--- config.mk ---
export PLATFORM = sky130hd
export DESIGN_NAME = mem_sram_ctrl_flat
export DESIGN_NICKNAME = d
export VERILOG_FILES = /design/src/rtl/mem_sram_ctrl_if.sv /design/src/rtl/mem_sram_ctrl.sv /design/src/flat_wrapper.sv
export SDC_FILE = /design/constraint.sdc
export NUM_CORES = 1
export LEC_CHECK = 0
export CAP_MARGIN = 20
export CORE_ASPECT_RATIO = 0.8
export CORE_MARGIN = 10
export CORE_UTILIZATION = 49
export DETAILED_ROUTE_END_ITERATION = 8
export PLACE_DENSITY = 0.86
export SETUP_SLACK_MARGIN = 0.1
export SYNTH_ARGS = -nofsm -noshare
export SYNTH_HDL_FRONTEND = slang
export SYNTH_SLANG_ARGS = --single-unit
export TNS_END_PERCENT = 1
--- constraint.sdc ---
create_clock -name clk -period 2.7 [get_ports clk]
set_input_delay 0.405 -clock clk [delete_from_list [all_inputs] [get_ports clk]]
set_output_delay 0.405 -clock clk [all_outputs]
set_load 0.01 [all_outputs]
--- src/rtl/mem_sram_ctrl_if.sv ---
// Pipeline-side load/store handshake between the EXE/MEM stage logic and the
// SRAM controller.
interface mem_sram_ctrl_if;
  logic        rd_en;
  logic        wr_en;
  logic [31:0] address;
  logic [31:0] write_data;
  logic [31:0] read_data;
  logic        ready;

  modport master (
    output rd_en, wr_en, address, write_data,
    input  read_data, ready
  );

  modport slave (
    input  rd_en, wr_en, address, write_data,
    output read_data, ready
  );
endinterface

--- src/rtl/mem_sram_ctrl.sv ---
// Memory-stage controller: serves 32-bit loads/stores as two 16-bit SRAM
// halfword phases and holds ready low to freeze the pipeline meanwhile.
module mem_sram_ctrl #(
  parameter int unsigned BASE_ADDR   = 1024,
  parameter int unsigned WAIT_CYCLES = 2
) (
  input  logic              clk,
  input  logic              rst,
  mem_sram_ctrl_if.slave    bus,
  output logic [17:0]       sram_addr,
  output logic [15:0]       sram_dq_out,
  input  logic [15:0]       sram_dq_in,
  output logic              sram_dq_oe,
  output logic              sram_we_n,
  output logic              sram_oe_n
);

  localparam int unsigned   CW       = (WAIT_CYCLES > 1) ? $clog2(WAIT_CYCLES) : 1;
  localparam logic [CW-1:0] CNT_LOAD = CW'(WAIT_CYCLES - 1);

  typedef enum logic [1:0] {IDLE, LO, HI, DONE} state_t;

  state_t      state;
  logic [CW-1:0] cnt;
  logic        is_wr;
  logic [16:0] word_q;
  logic [15:0] wdata_hi;
  logic [31:0] rdata_q;

  logic        req;
  logic [16:0] word_next;

  assign req       = bus.rd_en | bus.wr_en;
  // Word index wraps modulo 2^17; byte-offset bits fall away in the shift.
  assign word_next = 17'((bus.address - BASE_ADDR) >> 2);

  assign bus.ready     = (state == DONE) || ((state == IDLE) && !req);
  assign bus.read_data = rdata_q;

  always_ff @(posedge clk) begin
    if (rst) begin
      state       <= IDLE;
      cnt         <= '0;
      is_wr       <= 1'b0;
      word_q      <= '0;
      wdata_hi    <= '0;
      rdata_q     <= '0;
      sram_addr   <= '0;
      sram_dq_out <= '0;
      sram_dq_oe  <= 1'b0;
      sram_we_n   <= 1'b1;
      sram_oe_n   <= 1'b1;
    end else begin
      case (state)
        IDLE: begin
          if (req) begin
            state       <= LO;
            cnt         <= CNT_LOAD;
            is_wr       <= bus.wr_en;
            word_q      <= word_next;
            wdata_hi    <= bus.write_data[31:16];
            sram_addr   <= {word_next, 1'b0};
            sram_dq_out <= bus.write_data[15:0];
            sram_dq_oe  <= bus.wr_en;
            sram_we_n   <= !bus.wr_en;
            sram_oe_n   <= bus.wr_en;
          end
        end
        LO: begin
          if (cnt == '0) begin
            state       <= HI;
            cnt         <= CNT_LOAD;
            sram_addr   <= {word_q, 1'b1};
            sram_dq_out <= wdata_hi;
            if (!is_wr) rdata_q[15:0] <= sram_dq_in;
          end else begin
            cnt <= cnt - CW'(1);
          end
        end
        HI: begin
          if (cnt == '0) begin
            state      <= DONE;
            sram_dq_oe <= 1'b0;
            sram_we_n  <= 1'b1;
            sram_oe_n  <= 1'b1;
            if (!is_wr) rdata_q[31:16] <= sram_dq_in;
          end else begin
            cnt <= cnt - CW'(1);
          end
        end
        DONE:    state <= IDLE;
        default: state <= IDLE;
      endcase
    end
  end

endmodule

--- src/flat_wrapper.sv ---
// flat-port wrapper written by rule: the top's interface ports become plain ports
module mem_sram_ctrl_flat 
#(
  parameter int unsigned BASE_ADDR   = 1024,
  parameter int unsigned WAIT_CYCLES = 2
)
  (clk, rst, sram_addr, sram_dq_out, sram_dq_in, sram_dq_oe, sram_we_n, sram_oe_n, bus_rd_en, bus_wr_en, bus_address, bus_write_data, bus_read_data, bus_ready);
  mem_sram_ctrl_if bus_i ();
  input  logic clk;
  input  logic rst;
  output logic [17:0] sram_addr;
  output logic [15:0] sram_dq_out;
  input  logic [15:0] sram_dq_in;
  output logic sram_dq_oe;
  output logic sram_we_n;
  output logic sram_oe_n;
  input wire logic [$bits(bus_i.rd_en)-1:0] bus_rd_en;
  input wire logic [$bits(bus_i.wr_en)-1:0] bus_wr_en;
  input wire logic [$bits(bus_i.address)-1:0] bus_address;
  input wire logic [$bits(bus_i.write_data)-1:0] bus_write_data;
  output wire logic [$bits(bus_i.read_data)-1:0] bus_read_data;
  output wire logic [$bits(bus_i.ready)-1:0] bus_ready;
  assign bus_i.rd_en = bus_rd_en;
  assign bus_i.wr_en = bus_wr_en;
  assign bus_i.address = bus_address;
  assign bus_i.write_data = bus_write_data;
  assign bus_read_data = bus_i.read_data;
  assign bus_ready = bus_i.ready;
  mem_sram_ctrl #(.BASE_ADDR(BASE_ADDR), .WAIT_CYCLES(WAIT_CYCLES)) u_core (.clk(clk), .rst(rst), .bus(bus_i), .sram_addr(sram_addr), .sram_dq_out(sram_dq_out), .sram_dq_in(sram_dq_in), .sram_dq_oe(sram_dq_oe), .sram_we_n(sram_we_n), .sram_oe_n(sram_oe_n));
endmodule
==> flow_metrics.env, run 1 <==
export IMPL_p_leak_uw=0.002214
export IMPL_syn_area_um2=4412
export IMPL_min_from="rst"
export IMPL_seqPwrFrac=0.337
export IMPL_drv_cap=0
export IMPL_cp_arrival_ps=2080
export IMPL_cts_hold_buf=0
export IMPL_core_um2=8633
export IMPL_max_freq_ghz=0.4024
export IMPL_hold_viol=0
export IMPL_clk_transition_reported_paths_ps=70
export IMPL_slew_headroom=0.5794
export IMPL_antenna_cells=0
export IMPL_synth_edff_count=0
export IMPL_wirelength_mm=12.57
export IMPL_reg2regPathDepth=6
export IMPL_place_inst=731
export IMPL_p_int_uw=4133
export IMPL_grt_max_degree=45
export IMPL_syn_inst=509
export IMPL_setup_slack_ps=214.7
export IMPL_combPwrFrac=0.483
export IMPL_yosysTopAreaCell="dfxtp_1"
export IMPL_start_util=0.5110
export IMPL_ys_seq_elements=106
export IMPL_crit_required_ps=2300
export IMPL_max_stage_delay_ps=540
export IMPL_critical_path_top_delay_family="buffers and inverters"
export IMPL_clkLatencyLatePin_ps=350
export IMPL_antenna_found_initial=0
export IMPL_swShare=0.3896
export IMPL_yosysMostFrequentCell="nand2_1"
export IMPL_cts_tree="done"
export IMPL_outcome="completed"
export IMPL_drive_gt1_frac=0.09449
export IMPL_grt_pass1_wl_mm=20.85
export IMPL_rows=30
export IMPL_min_to="u_core.sram_addr[6]"
export IMPL_fin_cells=747
export IMPL_vias=4007
export IMPL_cts_root_buf="clkbuf_16"
export IMPL_grt_pass1_vias=4193
export IMPL_fin_hold_ws_ps=413.4
export IMPL_cts_max_level=3
export IMPL_finalClockSkew_ps=6.217
export IMPL_regToRegStartpoint="u_core.state[1]"
export IMPL_startpoint_type="flop"
export IMPL_pwr_share_clk=0.180
export IMPL_yosys_top_cells_area="dfxtp_1 (48%), nand2_1 (11%), a21oi_1 (7.4%)"
export IMPL_setup_violations=0
export IMPL_vias_per_cell=5.364
export IMPL_worst_path_buf_inv=2
export IMPL_async_flop_share=0
export IMPL_finalSetupTns_ps=0
export IMPL_synth_fp_nets=599
export IMPL_cts_made_buffers=9
export IMPL_syn_to_final_growth_pct=38.20
export IMPL_wire_per_inst_um=16.82
export IMPL_nNetsFinal=720
export IMPL_finalPower_uw=6771
export IMPL_grt_use_total=0.1880
export IMPL_dieArea_um2=13220
export IMPL_post_route_min_period_ps=2485
export IMPL_ioPinCount=154
export IMPL_netlist_area_leader_share=0.4810
export IMPL_rsz0062_at_grt="no"
export IMPL_ant_nets=0
export IMPL_synth_warning_count=0
export IMPL_slowest_stage="clkdlybuf4s50_1"
export IMPL_dpl_worst_slack_ps=301.7
export IMPL_cts_sinks=106
export IMPL_maxSlewViolCount=0
export IMPL_gr_total_overflow=0
export IMPL_synth_distinct_cells=38
export IMPL_power_density_nw_per_um2=1111
export IMPL_cp_max_fo=10
export IMPL_vdd_drop_max_mv=0.6479
export IMPL_hpwl_mm=9.025
export IMPL_worst_slew_pin_slew_ps=631.0
export IMPL_drt_iter0_markers=301
export IMPL_drc=0
export IMPL_switchingPower_uw=2638
export IMPL_synth_avg_cell_area_um2=8.667
export IMPL_ys_seq_area_frac=0.4810
export IMPL_floorplan_die_width_um=126.1
export IMPL_cts_buffer_depth=2
export IMPL_drt_pass1_iterations=6
export IMPL_yosys_top_cells_count="nand2_1 (129), dfxtp_1 (106), a21oi_1 (65)"
export IMPL_post_route_period_util=0.9205
export IMPL_reg2reg_to="u_core.sram_dq_out[0]"
export IMPL_r2r_slack_ps=430
export IMPL_cp_end_kind="output port"
export IMPL_globalplace_congestion=0.8224
export IMPL_synth_ff_type="dfxtp_1"
export IMPL_timing_worst_setup_path_type="flop to output port"
export IMPL_hold_depth=2
export IMPL_die_y_um=104.9
export IMPL_port_buffers=138
export IMPL_crit_chain="inv_2 > ha_4 > or3b_4 > nand2b_1 > clkdlybuf4s50_1"
export IMPL_worstHoldPathType="input pin to flop"
[flip-flops by register name, indices dropped and copies added, names as in the netlist]
name,flops
u_core.sram_dq_oe,1
u_core.sram_addr,18
u_core.state,2
u_core.bus.read_data,32
u_core.sram_dq_out,16
u_core.sram_oe_n,1
u_core.word_q,17
u_core.sram_we_n,1
u_core.wdata_hi,16
u_core.is_wr,1
u_core.cnt,1
[final cells by class]
| type | instances | area [µm²] |
|---|---|---|
| Clock buffer | 12 | 246.5 |
| Clock inverter | 4 | 27.53 |
| Fill cell | 653 | 2536 |
| Inverter | 7 | 26.28 |
| Multi-Input combinational cell | 358 | 2068 |
| Sequential cell | 106 | 2122 |
| Tap cell | 112 | 140.1 |
| Timing Repair Buffer | 148 | 1466 |
[stage by stage]
step                utilization  instance area [µm²]
global placement         0.6730                 5811
global route             0.7062                 6097
finish                   0.7062                 6097
floorplan                     -                 4412
detailed placement       0.6730                 5811
CTS                      0.7062                 6097
[metal layers]
metal,vias to the layer above,track usage,share of wire
met3,14,0.06465,0.085
met2,150,0.3077,0.48
met1,1880,0.2271,0.42
li1,1963,-,-
met4,0,0.05844,0.016
met5,-,0,0
[power groups by stage]
stage | registers, µW | clock network (µW) | logic (µW)
finish | 2280 | 1220 | 3270
global route | 2340 | 1300 | 3600
CTS | 2280 | 1240 | 3300
detailed placement | 2310 | 0 | 3250
global placement | 2290 | 0 | 3130
floorplan | 2410 | 0 | 2030
[worst max path at each step]
stage / from / endpoint / depth (start not counted)
final: u_core.state[0] / bus_ready / 5
after detailed placement: bus_rd_en / u_core.sram_dq_out[0] / 6
after CTS: u_core.state[0] / bus_ready / 5
after global placement: bus_rd_en / bus_ready / 4
after floorplan: u_core.state[0] / u_core.sram_addr[2] / 9
after global routing: u_core.state[0] / bus_ready / 5
[cells by family after synthesis]
family,share of synthesized area
simple gates,0.1866
compound gates,0.1943
flops,0.4810
buf+inv,0.05445
mux,0.05672
fa+ha+maj,0.01702
xor+xnor,0.009928
[cells in the final DEF, fill, tap and decap left out, types with 2 or more instances in the layout]
cell type        netlist  routed
nor2_1                42      42
o41ai_1                2       2
nor3_1                 4       4
ha_1                   6       4
mux2i_1               25      25
buf_4                  1      10
a31o_2                 2       2
a211oi_2              24      24
a2111oi_0              2       2
clkdlybuf4s50_1        0     137
clkbuf_1              19       2
o21ai_0               11      11
nand3_1                9       9
xor2_1                 2       2
nor2b_1                2       2
a21oi_1               65      65
clkbuf_16              0       9
clkinvlp_4             0       3
nand2b_1               3       3
nor3b_1                3       3
nand4_1                2       2
inv_1                  7       5
xnor2_1                3       3
o211ai_1               3       3
a211oi_1               8       8
dfxtp_1              106     106
nand2_1              129     129
inv_2                  0       2
[what timing repair did]
action                                  4_1_cts  5_1_grt
endpoints found under the setup margin        1        1
setup buffers                                 0        0
gates resized for setup                       2        2
(Power assumes the default switching activity.)
==> run 2: changes to the inputs <==
- PLACE_DENSITY: 0.86 -> 0.95
==> flow_metrics.env, run 2 (same netlist as run 1, synthesis figures left out) <==
export IMPL_die_y_um=104.9
export IMPL_vias=4036
export IMPL_drt_pass1_iterations=4
export IMPL_layout_commonest_cell="clkdlybuf4s50_1"
export IMPL_hold_depth=2
export IMPL_rsz0062_at_grt="no"
export IMPL_globalplace_congestion=0.8192
export IMPL_cp_max_fo=10
export IMPL_gr_total_overflow=0
export IMPL_cp_arrival_ps=2110
export IMPL_grt_pass1_wl_mm=20.73
export IMPL_hpwl_mm=9.371
export IMPL_maxSlewViolCount=0
export IMPL_ant_nets=0
export IMPL_grt_max_degree=59
export IMPL_cts_made_buffers=9
export IMPL_drive_gt1_frac=0.09733
export IMPL_clkLatencyLatePin_ps=350
export IMPL_finalClockSkew_ps=3.803
export IMPL_antenna_cells=0
export IMPL_cts_sinks=106
export IMPL_cts_tree="done"
export IMPL_ioPinCount=154
export IMPL_max_freq_ghz=0.3970
export IMPL_timing_worst_setup_path_type="flop to output port"
export IMPL_startpoint_type="flop"
export IMPL_drc=0
export IMPL_post_route_min_period_ps=2519
export IMPL_worst_slew_pin_slew_ps=718.2
export IMPL_drt_iter0_markers=320
export IMPL_cts_max_level=3
export IMPL_hold_viol=0
export IMPL_grt_use_total=0.1887
export IMPL_setup_violations=0
export IMPL_crit_required_ps=2300
export IMPL_cts_hold_buf=0
export IMPL_p_leak_uw=0.002256
export IMPL_drv_cap=0
export IMPL_final_cell_mix="clkdlybuf4s50_1 (137), nand2_1 (129), dfxtp_1 (106)"
export IMPL_grt_pass1_vias=4181
export IMPL_finalPower_uw=6993
export IMPL_syn_to_final_growth_pct=39.59
export IMPL_wirelength_mm=12.84
export IMPL_cts_root_buf="clkbuf_16"
export IMPL_floorplan_die_width_um=126.1
export IMPL_nNetsFinal=722
export IMPL_reg2regPathDepth=7
export IMPL_clk_transition_reported_paths_ps=70
export IMPL_vdd_drop_max_mv=0.6696
export IMPL_postPlaceCellArea_um2=5826
export IMPL_antenna_found_initial=0
export IMPL_outcome="completed"
export IMPL_power_density_nw_per_um2=1136
export IMPL_fin_area_um2=6158
export IMPL_wire_per_inst_um=17.14
export IMPL_vias_per_cell=5.389
export IMPL_start_util=0.5110
export IMPL_core_um2=8633
export IMPL_rows=30
export IMPL_worstHoldPathType="flop to flop"
export IMPL_dieArea_um2=13220
export IMPL_largest_reg_flops=32
export IMPL_finalSetupTns_ps=0
export IMPL_post_route_period_util=0.9330
export IMPL_cp_end_kind="output port"
export IMPL_port_buffers=138
export IMPL_cts_buffer_depth=2
export IMPL_slew_headroom=0.5212
run 2: changes by cell type in the layout (fill, tap and decap cells not counted), sizes merged:
cell      before  now
clkbuf        12   10
clkinv         1    4
bufinv         0    2
clkinvlp       3    0
buf           11   13
run 2: layout make-up:
cell class / instances / area [µm²]
inverters: 7 / 26.28
clock buffers: 10 / 229.0
clock inverters: 6 / 91.34
multi-input cells: 358 / 2068
repair buffers: 150 / 1481
flip-flops and latches: 106 / 2122
fillers: 652 / 2475
well taps: 112 / 140.1
run 2: per-stage QoR:
| step | std cells | hold slack (ps) | util | setup slack, ps |
|---|---|---|---|---|
| after global routing | 749 | 478.7 | 0.7133 | 107.0 |
| after global placement | 733 | 441.2 | 0.6748 | 348.3 |
| after detailed placement | 733 | 448.0 | 0.6748 | 234.2 |
| final | 749 | 457.2 | 0.7133 | 181.0 |
| after floorplan | 509 | 436.0 | - | 913.2 |
| after CTS | 749 | 457.4 | 0.7133 | 132.3 |
run 2: power by group:
part / switching, µW / internal (µW) / total, µW
clock: 572 / 816 / 1390
sequential: 260 / 2030 / 2290
combinational: 1820 / 1490 / 3320
run 2: worst paths after layout:
check,startpoint,endpoint,slack (ps)
hold / removal,u_core.bus.read_data[16],u_core.bus.read_data[16],460
setup reg to reg,u_core.state[1],u_core.sram_dq_out[4],390
hold reg to reg,u_core.bus.read_data[16],u_core.bus.read_data[16],460
setup / recovery,u_core.state[1],bus_ready,180
run 2: per-layer routing:
layer / track usage / share of wire / vias up
li1: - / - / 1972
met1: 0.2031 / 0.41 / 1906
met2: 0.3320 / 0.50 / 135
met3: 0.06414 / 0.068 / 23
met4: 0.07549 / 0.021 / 0
met5: 0 / 0 / -
run 2: critical path, stage by stage, from the launching register on:
cell	delay (ps)
dfxtp_1	350
inv_1	150
ha_4	210
or3b_4	430
nand2b_1	80
clkdlybuf4s50_1	540
run 2: repair_timing:
item                       4_1_cts  5_1_grt
buffers inserted                 0        0
setup endpoints to repair        1        1
gates resized for setup          2        1
